## src/rtl/mem_access.sv

```systemverilog
// mem_access: load/store stage between EX/MEM and MEM/WB with req/gnt/rvalid bus,
// lane alignment, misaligned/bus-error/timeout fault detection and upstream stall.
`default_nettype none

module mem_access #(
    parameter int TIMEOUT = 64,
    parameter int CNT_W   = 7
) (
    input  logic        clk,
    input  logic        cpurst_n,
    input  logic        ex2mem_wr_reg_ffout,
    input  logic [4:0]  ex2mem_wr_regindex_ffout,
    input  logic [31:0] ex2mem_wr_wdata_ffout,
    input  logic [31:0] ex2mem_memaddr_ffout,
    input  logic [31:0] ex2mem_wr_memwdata_ffout,
    input  logic [2:0]  ex2mem_mem_op_ffout,
    input  logic        ex2mem_mem_en_ffout,
    input  logic        ex2mem_load_ffout,
    input  logic        ex2mem_store_ffout,
    input  logic        ex2mem_exp_ffout,
    input  logic [31:0] ex2mem_pc_ffout,
    output logic        dbus_req,
    output logic        dbus_we,
    output logic [31:0] dbus_addr,
    output logic [3:0]  dbus_be,
    output logic [31:0] dbus_wdata,
    input  logic        dbus_gnt,
    input  logic        dbus_rvalid,
    input  logic [31:0] dbus_rdata,
    input  logic        dbus_err,
    output logic        memacc_stall,
    output logic        mem2wb_wr_reg,
    output logic [4:0]  mem2wb_wr_regindex,
    output logic [31:0] mem2wb_wr_wdata,
    output logic        mem2wb_exp,
    output logic [4:0]  mem2wb_causecode,
    output logic [31:0] mem2wb_mtval,
    output logic [31:0] mem2wb_pc
);

    typedef enum logic [1:0] {
        IDLE = 2'd0,
        REQ  = 2'd1,
        RESP = 2'd2
    } state_t;

    localparam logic [CNT_W-1:0] CNT_MAX = CNT_W'(TIMEOUT);
    localparam logic [CNT_W-1:0] CNT_PRE = CNT_W'(TIMEOUT - 1);

    state_t           state;
    logic [CNT_W-1:0] cnt;

    logic        access;
    logic        misaligned;
    logic        start;
    logic        timeout;
    logic        done;
    logic        acc_fault;
    logic [3:0]  be_c;
    logic [31:0] wdata_c;
    logic [31:0] rshift;
    logic [31:0] load_data;

    logic        wb_wr_reg;
    logic [31:0] wb_wdata;
    logic        wb_exp;
    logic [4:0]  wb_cause;
    logic [31:0] wb_mtval;

    always_comb begin
        access     = ex2mem_mem_en_ffout & (ex2mem_load_ffout | ex2mem_store_ffout)
                     & ~ex2mem_exp_ffout;
        misaligned = ((ex2mem_mem_op_ffout[1:0] == 2'b01) & ex2mem_memaddr_ffout[0])
                   | ((ex2mem_mem_op_ffout[1:0] == 2'b10) & (ex2mem_memaddr_ffout[1:0] != 2'b00));
        start      = access & ~misaligned;
        timeout    = (state != IDLE) & (cnt == CNT_MAX);
        done       = (state == RESP) & dbus_rvalid;
        acc_fault  = (done & dbus_err) | (timeout & ~done);
        // Gated by reset so every output reads 0 while reset is held
        memacc_stall = cpurst_n & (((state == IDLE) & start)
                                 | ((state == REQ) & ~timeout)
                                 | ((state == RESP) & ~dbus_rvalid & ~timeout));
    end

    always_comb begin
        be_c    = 4'b1111;
        wdata_c = ex2mem_wr_memwdata_ffout;
        case (ex2mem_mem_op_ffout[1:0])
            2'b00: begin
                be_c    = 4'b0001 << ex2mem_memaddr_ffout[1:0];
                wdata_c = {4{ex2mem_wr_memwdata_ffout[7:0]}};
            end
            2'b01: begin
                be_c    = 4'b0011 << ex2mem_memaddr_ffout[1:0];
                wdata_c = {2{ex2mem_wr_memwdata_ffout[15:0]}};
            end
            default: ;
        endcase
    end

    always_comb begin
        rshift    = dbus_rdata >> {ex2mem_memaddr_ffout[1:0], 3'b000};
        load_data = dbus_rdata;
        case (ex2mem_mem_op_ffout[1:0])
            2'b00:   load_data = ex2mem_mem_op_ffout[2] ? {24'd0, rshift[7:0]}
                                                        : {{24{rshift[7]}}, rshift[7:0]};
            2'b01:   load_data = ex2mem_mem_op_ffout[2] ? {16'd0, rshift[15:0]}
                                                        : {{16{rshift[15]}}, rshift[15:0]};
            default: load_data = dbus_rdata;
        endcase
    end

    // Next MEM/WB contents; only captured on cycles without stall
    always_comb begin
        wb_wr_reg = ex2mem_wr_reg_ffout;
        wb_wdata  = ex2mem_wr_wdata_ffout;
        wb_exp    = 1'b0;
        wb_cause  = 5'd0;
        wb_mtval  = 32'd0;
        if (state != IDLE) begin
            if (acc_fault) begin
                wb_wr_reg = 1'b0;
                wb_exp    = 1'b1;
                wb_cause  = ex2mem_load_ffout ? 5'd5 : 5'd7;
                wb_mtval  = ex2mem_memaddr_ffout;
            end else if (ex2mem_load_ffout) begin
                wb_wdata  = load_data;
            end else begin
                wb_wr_reg = 1'b0;
            end
        end else if (ex2mem_exp_ffout) begin
            wb_wr_reg = 1'b0;
            wb_exp    = 1'b1;
        end else if (access & misaligned) begin
            wb_wr_reg = 1'b0;
            wb_exp    = 1'b1;
            wb_cause  = ex2mem_load_ffout ? 5'd4 : 5'd6;
            wb_mtval  = ex2mem_memaddr_ffout;
        end
    end

    always_ff @(posedge clk or negedge cpurst_n) begin
        if (!cpurst_n) begin
            state      <= IDLE;
            cnt        <= '0;
            dbus_req   <= 1'b0;
            dbus_we    <= 1'b0;
            dbus_addr  <= 32'd0;
            dbus_be    <= 4'd0;
            dbus_wdata <= 32'd0;
        end else begin
            case (state)
                IDLE: begin
                    if (start) begin
                        state      <= REQ;
                        cnt        <= '0;
                        dbus_req   <= 1'b1;
                        dbus_we    <= ex2mem_store_ffout;
                        dbus_addr  <= {ex2mem_memaddr_ffout[31:2], 2'b00};
                        dbus_be    <= be_c;
                        dbus_wdata <= wdata_c;
                    end
                end
                REQ: begin
                    cnt <= cnt + 1'b1;
                    if (timeout) begin
                        state    <= IDLE;
                        dbus_req <= 1'b0;
                    end else if (dbus_gnt) begin
                        state    <= RESP;
                        dbus_req <= 1'b0;
                    end else if (cnt == CNT_PRE) begin
                        // Drop the request ahead of the timeout cycle
                        dbus_req <= 1'b0;
                    end
                end
                RESP: begin
                    cnt <= cnt + 1'b1;
                    if (dbus_rvalid || timeout) begin
                        state <= IDLE;
                    end
                end
                default: begin
                    state    <= IDLE;
                    dbus_req <= 1'b0;
                end
            endcase
        end
    end

    always_ff @(posedge clk or negedge cpurst_n) begin
        if (!cpurst_n) begin
            mem2wb_wr_reg      <= 1'b0;
            mem2wb_wr_regindex <= 5'd0;
            mem2wb_wr_wdata    <= 32'd0;
            mem2wb_exp         <= 1'b0;
            mem2wb_causecode   <= 5'd0;
            mem2wb_mtval       <= 32'd0;
            mem2wb_pc          <= 32'd0;
        end else if (!memacc_stall) begin
            mem2wb_wr_reg      <= wb_wr_reg;
            mem2wb_wr_regindex <= ex2mem_wr_regindex_ffout;
            mem2wb_wr_wdata    <= wb_wdata;
            mem2wb_exp         <= wb_exp;
            mem2wb_causecode   <= wb_cause;
            mem2wb_mtval       <= wb_mtval;
            mem2wb_pc          <= ex2mem_pc_ffout;
        end
    end

endmodule

`default_nettype wire

```

## config.mk

```make
export PLATFORM = sky130hd
export DESIGN_NAME = mem_access
export DESIGN_NICKNAME = d
export VERILOG_FILES = /design/src/rtl/mem_access.sv
export SDC_FILE = /design/constraint.sdc
export NUM_CORES = 1
export LEC_CHECK = 0
export BUFFER_PORTS_ARGS = -buffer_cell sky130_fd_sc_hd__buf_2
export CORE_AREA = 2 2 139 141
export CTS_CLUSTER_SIZE = 16
export DETAILED_ROUTE_END_ITERATION = 10
export DIE_AREA = 0 0 141 143
export PLACE_DENSITY = 0.77
export REMOVE_ABC_BUFFERS = 1
export SYNTH_ARGS = -nofsm -noshare
export SYNTH_HDL_FRONTEND = slang
export SYNTH_SLANG_ARGS = --single-unit
```

## constraint.sdc

```tcl
create_clock -name clk -period 3.4 [get_ports clk]
set_input_delay 0.34 -clock clk [delete_from_list [all_inputs] [get_ports clk]]
set_output_delay 0.34 -clock clk [all_outputs]
set_load 0.05 [all_outputs]
```

Word level (Yosys, flattened, before mapping) --
Cells that the tools add are included.
Word-level totals: register bits 185, bits of input ports 178, logic and storage cells 104, output and inout port bits 179
Cells by class: bitwise logic cells 26, reductions and logical operators 11, equality and inequality tests 10, add/subtract/negate cells 1, shifts and indexed selects 3, muxes and demuxes 39
Operators by type and width (count):
- $mux W32 | 9
- $pmux W32 S2 | 2
- $shr A32 B5 Y16 | 1
- $and A1 B1 Y1 | 15
- $pmux W7 S2 | 1
- $mux W1 | 13
- $mux W2 | 6
- $mux W3 | 3
- $pmux W4 S2 | 1
- $add A7 B1 Y7 const B | 1
- $eq A7 B6 Y1 const B | 1
- $eq A7 B7 Y1 const B | 1
- $mux W7 | 1
- $not A1 Y1 | 6
- $pmux W2 S3 | 1
- $reduce_and A3 Y1 | 2
- $reduce_bool A2 Y1 | 3
- $mux W5 | 1
- $or A1 B1 Y1 | 5
- $eq A2 B1 Y1 const B | 2
- $eq A2 B2 Y1 const B | 2
- $logic_not A2 Y1 | 2
- $ne A4 B3 Y1 const B | 1
- $reduce_and A2 Y1 | 2
- other kinds (8) | 8

Longest topological paths before layout --
Gate-level depths: netlist of the first run.
word-level depth 9, gate-level depth with buffers 11

Worst setup path before layout of the first run --
OpenSTA, ideal clock, no wires.
path kind flip-flop to output port, from register state[0], to output memacc_stall, arrival time 1.740 ns, data required time 3.060 ns, stages on the path, launching flop included 10, path slack 1.320 ns, buffers on the path 3, cells stage by stage dfrtp_1 inv_1 ha_1 buf_4 nor4b_4 and2_1 o32a_4 inv_4 buf_6 buf_6
On the way: longest elaborated chain between the ends 7, elaborated cells on any way between the ends 13, classes of those cells eq/ne (2); bitwise (9); reduce/logical (2)
Ends and longest elaborated chain:
- from (decl) | RTL line 50 | state_t state;
- from (signal assigned) | RTL line 144 | state <= IDLE;
- from (signal assigned) | RTL line 155 | state <= REQ;
- from (signal assigned) | RTL line 167 | state <= IDLE;
- $reduce_bool A2 Y1 | RTL line 76 | timeout = (state != IDLE) & (cnt == CNT_MAX);
- $and A1 B1 Y1 | RTL line 76
- $not A1 Y1 | RTL line 81, 82
- $and A1 B1 Y1 | RTL line 81 | | ((state == REQ) & ~timeout)
- $or A1 B1 Y1 | RTL line 81
- $or A1 B1 Y1 (*) | RTL line 82 | | ((state == RESP) & ~dbus_rvalid & ~timeout));
- $and A1 B1 Y1 (*) | RTL line 80 | memacc_stall = cpurst_n & (((state == IDLE) & start)
- to (decl) | RTL line 31 | output logic memacc_stall,
Mark *: on every way between the ends. The rest lies on a longest branch, timed or not.

Final worst setup path of the first run --
from register state[1], to output memacc_stall
Same word-level chain as after synthesis.

==> results of run 1 <==
where the power goes:
group / internal, mW / total [mW] / switching [mW]
registers: 2.99 / 3.45 / 0.461
clock network: 1.00 / 1.97 / 0.972
logic: 1.24 / 5.67 / 4.42
total: 5.24 / 11.1 / 5.86
worst max path at each step:
| stage | depth (start not counted) | from | end |
|---|---|---|---|
| 2_1_floorplan | 7 | state[1] | mem2wb_mtval[0] |
| 3_3_place_gp | 6 | state[1] | memacc_stall |
| 3_5_place_dp | 7 | state[1] | mem2wb_wr_wdata[3] |
| 4_1_cts | 6 | state[1] | memacc_stall |
| 5_1_grt | 6 | state[1] | memacc_stall |
| 6_report | 6 | state[1] | memacc_stall |
logic make-up after synthesis:
logic type / Yosys count / share of synthesized area [%]
compound gates: 226 / 17.67
mux: 37 / 4.690
buf+inv: 82 / 5.191
fa+ha+maj: 5 / 0.7374
simple gates: 365 / 17.59
xor+xnor: 1 / 0.1032
flops: 183 / 53.97
other cells: 1 / 0.04420
Yosys cell counts (2+ instances only):
cell type	instances
mux2i_1	33
a211oi_1	18
buf_1	4
nand3_1	5
buf_6	11
o21a_1	2
mux4_2	2
nand2_1	315
a222oi_1	7
o21ai_1	24
buf_2	20
buf_4	6
and3_1	2
a221oi_1	7
a21oi_1	24
a32o_1	2
nor4b_1	2
nand3b_1	2
a31o_2	2
a22o_1	35
or3_1	2
o21ai_0	77
a211o_1	2
o31ai_1	2
nand2b_1	3
a21o_1	3
o22ai_1	10
nor2b_1	5
mux2_2	2
clkbuf_1	23
ha_1	5
dfrtp_1	183
or2_2	2
nor2_1	16
inv_1	16
layer usage:
metal | up-vias | global-route usage [%]
li1 | 3729 | -
met1 | 3735 | 33.29
met2 | 371 | 41.59
met3 | 56 | 7.243
met4 | 0 | 10.95
met5 | - | 0
metrics by stage:
step                cells  utilization [%]
detailed placement   1438            55.54
floorplan             839                -
global placement     1438            55.54
global route         1471            58.78
finish               1471            58.78
CTS                  1471            58.78
worst reg2reg max path: cells and delay by family (launching register included):
kind	cells	cell delay [ps]
adder cells (fa/ha/maj)	1	490
buffers and inverters	3	840
flip-flops	1	390
AO/OA/AOI/OAI	3	990
final cells by class:
cell class                 count  area (sq um)
clock buffer                  18         439.2
clock inverter                14         152.6
fill                        1628          7659
inverter                      18         70.07
multi-input combinational    638          3485
sequential                   183          4579
tap                          234         292.8
timing repair buffer         366          1903
cells in the final DEF (no fill, tap or decap), types with 3 or more instances in the layout:
master / n
nor2b_1: 5
nor2_1: 15
a21o_1: 3
a222oi_1: 7
clkinvlp_4: 3
mux2i_1: 33
a21oi_1: 24
nand2_1: 315
clkbuf_16: 17
clkinv_8: 4
a211oi_1: 18
nand2b_1: 3
buf_4: 11
inv_8: 3
a22o_1: 35
or2_2: 3
o22ai_1: 10
a221oi_1: 7
o21ai_0: 77
o21ai_1: 24
ha_1: 5
dfrtp_1: 183
buf_2: 351
inv_6: 3
inv_1: 16
nand3_1: 5
conb_1: 4
==> out/results.ini, run 1 <==
[route]
wl_met3_mm = 2.354
vias = 7891
drt_pass1_iterations = 5
initialDrtViolationCount = 558
wl_mm = 26.55
route.met2.wl_mm = 12.68
routed.top_layer = met4
drtAntennaViolNets = 0
drc = 0
wl_per_cell_microns = 18.05
vias_per_cell = 5.364
wl_met1_mm = 10.68

[hold_path]
hold_depth = 3
min-delay-start = ex2mem_wr_regindex_ffout[1]
min_path_type = in -> reg
hold_end = mem2wb_wr_regindex[1]

[yosys]
synth-edff-count = 0
ys_top_cells_by_area = dfrtp_1 (54%), nand2_1 (14%), o21ai_0 (4.5%), mux2i_1 (3.9%), a22o_1 (3.6%)
synth-seq-cells = 183
netlist.area_leader.share_pct = 53.97
synth_cell_types = 61
netlist_instances = 900
yosysSeqAreaShare_pct = 53.97
async_flop_share_pct = 100.0
synth_area_sq_um = 8484
ys_dominant_reg_cell = dfrtp_1
postSynthAreaPerCell_sq_um = 9.427
synth_warnings = 0
synth_area_leader_cell = dfrtp_1

[setup_path]
timing.rr.end = mem2wb_wr_wdata[4]
r2r_start = state[1]
rr_worst_depth = 7
required_ps = 3060
cp_num_buf_inv = 3
path_delay_family = compound AO/OA/AOI/OAI gates
cp_slowest_cell = ha_1
crit_chain = inv_1 -> ha_1 -> o2111ai_2 -> o32a_4 -> inv_4 -> buf_2
cp.arrival_ps = 2910
r2r_slack_ps = 560
slowest_delay_ps = 490
crit_path_start_kind = flip-flop
cp_max_fo = 31
path_class = reg -> out
critPathCaptureType = primary output

[clocking]
cts_buffers = 17
htreeDepth = 4
ctsHoldBuffers = 1
tritoncts = done
cts-root-buf = clkbuf_16
cts_setup_buffers = 0
cts_resized = 0
clk_path_buf_depth = 2
clk_pin_slew_ps = 80
insertion_delay_ps = 430
cts_sinks = 183

[placed_design]
place_congestion = 0.8741
numPortBuffers = 352
hpwlAfterDp_mm = 18.84
place_ws_ps = 593.3
dpl_cell_area_sq_um = 10320

[job]
cap_violations = 0

[sta]
finalSetupTns_ps = 0
finalHoldViolations = 0
rsz0062_at_grt = false
relSlewSlack_pct = 29.95
tightest_slew_ps = 1051
min_period_ps = 3252
fin_hold_ws_ps = 101.7
timing.final.ws_setup_ps = 148.4
timing.fmax_mhz = 307.5
maxSlewViolCount = 0
setup_viol = 0
fin_skew_ps = 17.78
post-route-period-util_pct = 95.64

[grt]
grt_max_degree = 178
grt_pass1_vias = 7672
grt_overflow_total = 0
grt_usage_pct = 25.94
grt_pass1_wl_mm = 40.72
antenna_found_initial = 0

[cells_and_area]
final_nets = 1407
final_area_sq_um = 10920
drive_gt1_share_pct = 33.63
areaGrowthSynthToFinish_pct = 28.73
antenna_cells = 0

[die]
die_h_microns = 143
rows = 50
pin_count = 357
dieArea_sq_um = 20160
die_w_microns = 141
start_util_pct = 45.66
core_area_sq_um = 18580

[power_and_ir_drop]
p_per_area_nw_per_um2 = 1016
leakage_nw = 5.820
power_mw = 11.09
ir_drop_uv = 580.6

[status]
status = completed

No activity file was read; power rests on OpenSTA's default activity.
==> inputs of run 2 (changes only) <==
--- a/config.mk
+++ b/config.mk
@@ -10,7 +10,7 @@
 export CTS_CLUSTER_SIZE = 16
 export DETAILED_ROUTE_END_ITERATION = 10
 export DIE_AREA = 0 0 141 143
-export PLACE_DENSITY = 0.77
+export PLACE_DENSITY = 0.84
 export REMOVE_ABC_BUFFERS = 1
 export SYNTH_ARGS = -nofsm -noshare
 export SYNTH_HDL_FRONTEND = slang
==> run 2 against run 1 <==
  * Final cell count grew 0.14%
  * Clock skew is 1.2 ps higher
  * Power grew 0.61%
  * Die area did not move
  * Hold slack got worse by 2.9 ps
  * Register-to-register slack is essentially flat
  * Sequential share of layout area shrank 0.19 points
  * Clock power up 2%
  * Critical path depth is the same
  * Global-route usage grew 0.22 points
  * Non-clock buffer count up 2
  * Worst setup slack gained 150 ps
  * Largest cell class unchanged
==> out/results.ini, run 2 (synthesis results as in run 1) <==
[power_and_ir_drop]
ir_drop_uv = 685.7  ; +18%
power.switching_mw = 5.903  ; +0.77%
p_clk_share_pct = 18.0  ; +0.2 points
leakage_nw = 5.851  ; +0.54%
combPwrFrac_pct = 50.8  ; -0.3 points
p_per_area_nw_per_um2 = 1017  ; +0.16%
pwr-share-seq_pct = 31.2  ; about the same
switching_share_pct = 52.89  ; +0.085 points
power.internal_mw = 5.258  ; +0.43%
power_mw = 11.16  ; +0.61%

[setup_path]
path_class = reg -> out
crit_chain = inv_1 -> ha_1 -> o2111ai_2 -> o32a_4 -> inv_4 -> buf_2
path_delay_family = compound AO/OA/AOI/OAI gates
cp_num_buf_inv = 3  ; unchanged
critPathCaptureType = primary output
crit_path_start_kind = flip-flop
slowest_delay_ps = 480  ; about the same
cp_slowest_cell = ha_1
cp_max_fo = 18  ; -42%
required_ps = 3060  ; about the same
cp.arrival_ps = 2760  ; -150 ps

[clocking]
clk_pin_slew_ps = 80  ; about the same
cts-root-buf = clkbuf_16
htreeDepth = 4  ; unchanged
cts_buffers = 17  ; unchanged
cts_setup_buffers = 0  ; unchanged
cts_resized = 0  ; unchanged
clk_path_buf_depth = 2  ; unchanged
cts_sinks = 183  ; unchanged
insertion_delay_ps = 430  ; about the same
ctsHoldBuffers = 1  ; unchanged
tritoncts = done

[grt]
grt_pass1_vias = 7874  ; +2.6%
antenna_found_initial = 0  ; unchanged
grt_max_degree = 126  ; -29%
grt_overflow_total = 0  ; unchanged
grt_pass1_wl_mm = 41.28  ; +1.4%
grt_usage_pct = 26.15  ; +0.22 points

[status]
status = completed

[sta]
maxSlewViolCount = 0  ; unchanged
setup_viol = 0  ; unchanged
fin_hold_ws_ps = 98.75  ; -2.899 ps
tightest_slew_ps = 793.9  ; -256.8 ps
timing.fmax_mhz = 322.5  ; +4.9%
finalSetupTns_ps = 0  ; unchanged
fin_skew_ps = 19.00  ; +1.221 ps
relSlewSlack_pct = 46.95  ; +17 points
rsz0062_at_grt = false
min_period_ps = 3100  ; -151.1 ps
post-route-period-util_pct = 91.19  ; -4.4 points
finalHoldViolations = 0  ; unchanged

[die]
core_area_sq_um = 18580  ; unchanged
start_util_pct = 45.66  ; unchanged
dieArea_sq_um = 20160  ; unchanged
die_h_microns = 143  ; unchanged
pin_count = 357  ; unchanged
rows = 50  ; unchanged
die_w_microns = 141  ; unchanged

[route]
wl_per_cell_microns = 18.21  ; +0.88%
wl_mm = 26.82  ; +1.0%
drt_pass1_iterations = 7  ; +2
drtAntennaViolNets = 0  ; unchanged
drc = 0  ; unchanged
vias_per_cell = 5.478  ; +2.1%
initialDrtViolationCount = 644  ; +15%
vias = 8069  ; +2.3%

[cells_and_area]
instances_no_fill = 1473  ; +0.14%
most-common-layout-cells = buf_2 (351), nand2_1 (315), dfrtp_1 (183)
antenna_cells = 0  ; unchanged
final_common_cell = buf_2
areaGrowthSynthToFinish_pct = 29.30
drive_gt1_share_pct = 33.74  ; +0.11 points
final_nets = 1409  ; +0.14%

[placed_design]
placed_cells = 1440  ; +0.14%
hpwlAfterDp_mm = 19.51  ; +3.6%
numPortBuffers = 352  ; unchanged
place_congestion = 0.8928  ; +2.1%

[job]
cap_violations = 0  ; unchanged

[hold_path]
min_path_type = in -> reg

==> run 2: through the flow <==
| step | cell area, sq um | util [%] | setup slack, ps |
|---|---|---|---|
| after CTS | 10970 | 59.04 | 280.1 |
| after global routing | 10970 | 59.04 | 131.1 |
| after detailed placement | 10350 | 55.69 | 593.4 |
| after global placement | 10350 | 55.69 | 727.3 |
| after floorplan | 8125 | - | 384.4 |
| final | 10970 | 59.04 | 299.5 |
==> run 2: final cells by class <==
| cell class | count | area [sq um] |
|---|---|---|
| Tap cell | 234 | 292.8 |
| Sequential cell | 183 | 4579 |
| Timing Repair Buffer | 368 | 1931 |
| Fill cell | 1611 | 7610 |
| Clock buffer | 18 | 439.2 |
| Clock inverter | 14 | 173.9 |
| Inverter | 18 | 70.07 |
| Multi-Input combinational cell | 638 | 3485 |
==> run 2: final timing paths <==
check | startpoint | to | slack [ps] | cells past startpoint
max | state[1] | memacc_stall | 300 | 6
min | ex2mem_pc_ffout[5] | mem2wb_pc[5] | 100 | 3
max reg2reg | state[1] | mem2wb_wr_wdata[6] | 560 | 7
min reg2reg | mem2wb_pc[25] | mem2wb_pc[25] | 470 | 2
max in group asynchronous | cpurst_n | dbus_addr[27] | 1900 | 3
min in group asynchronous | cpurst_n | cnt[6] | 470 | 2
==> run 2: power by group through the flow <==
stage / clock, mW / combinational, mW / sequential (mW)
after floorplan: 0 / 1.32 / 6.21
after global placement: 0 / 5.61 / 3.48
after detailed placement: 0 / 5.70 / 3.49
after CTS: 2.05 / 5.70 / 3.47
after global routing: 2.12 / 6.01 / 3.57
final: 2.01 / 5.67 / 3.48
==> run 2: worst reg2reg max path, stage by stage, from the launching register on <==
cell and delay (ps):
dfrtp_1 400, inv_1 100, ha_1 480, o2111ai_2 410, o32a_4 430, inv_4 170
buf_4 490, o21ai_0 210
==> run 2: routing by layer <==
metal,track usage [%],routed length (microns),vias to the layer above
met3,6.740,2358,42
met1,31.78,10320,3859
met5,0,0,-
li1,-,-,3738
met2,45.42,13500,430
met4,9.105,631,0
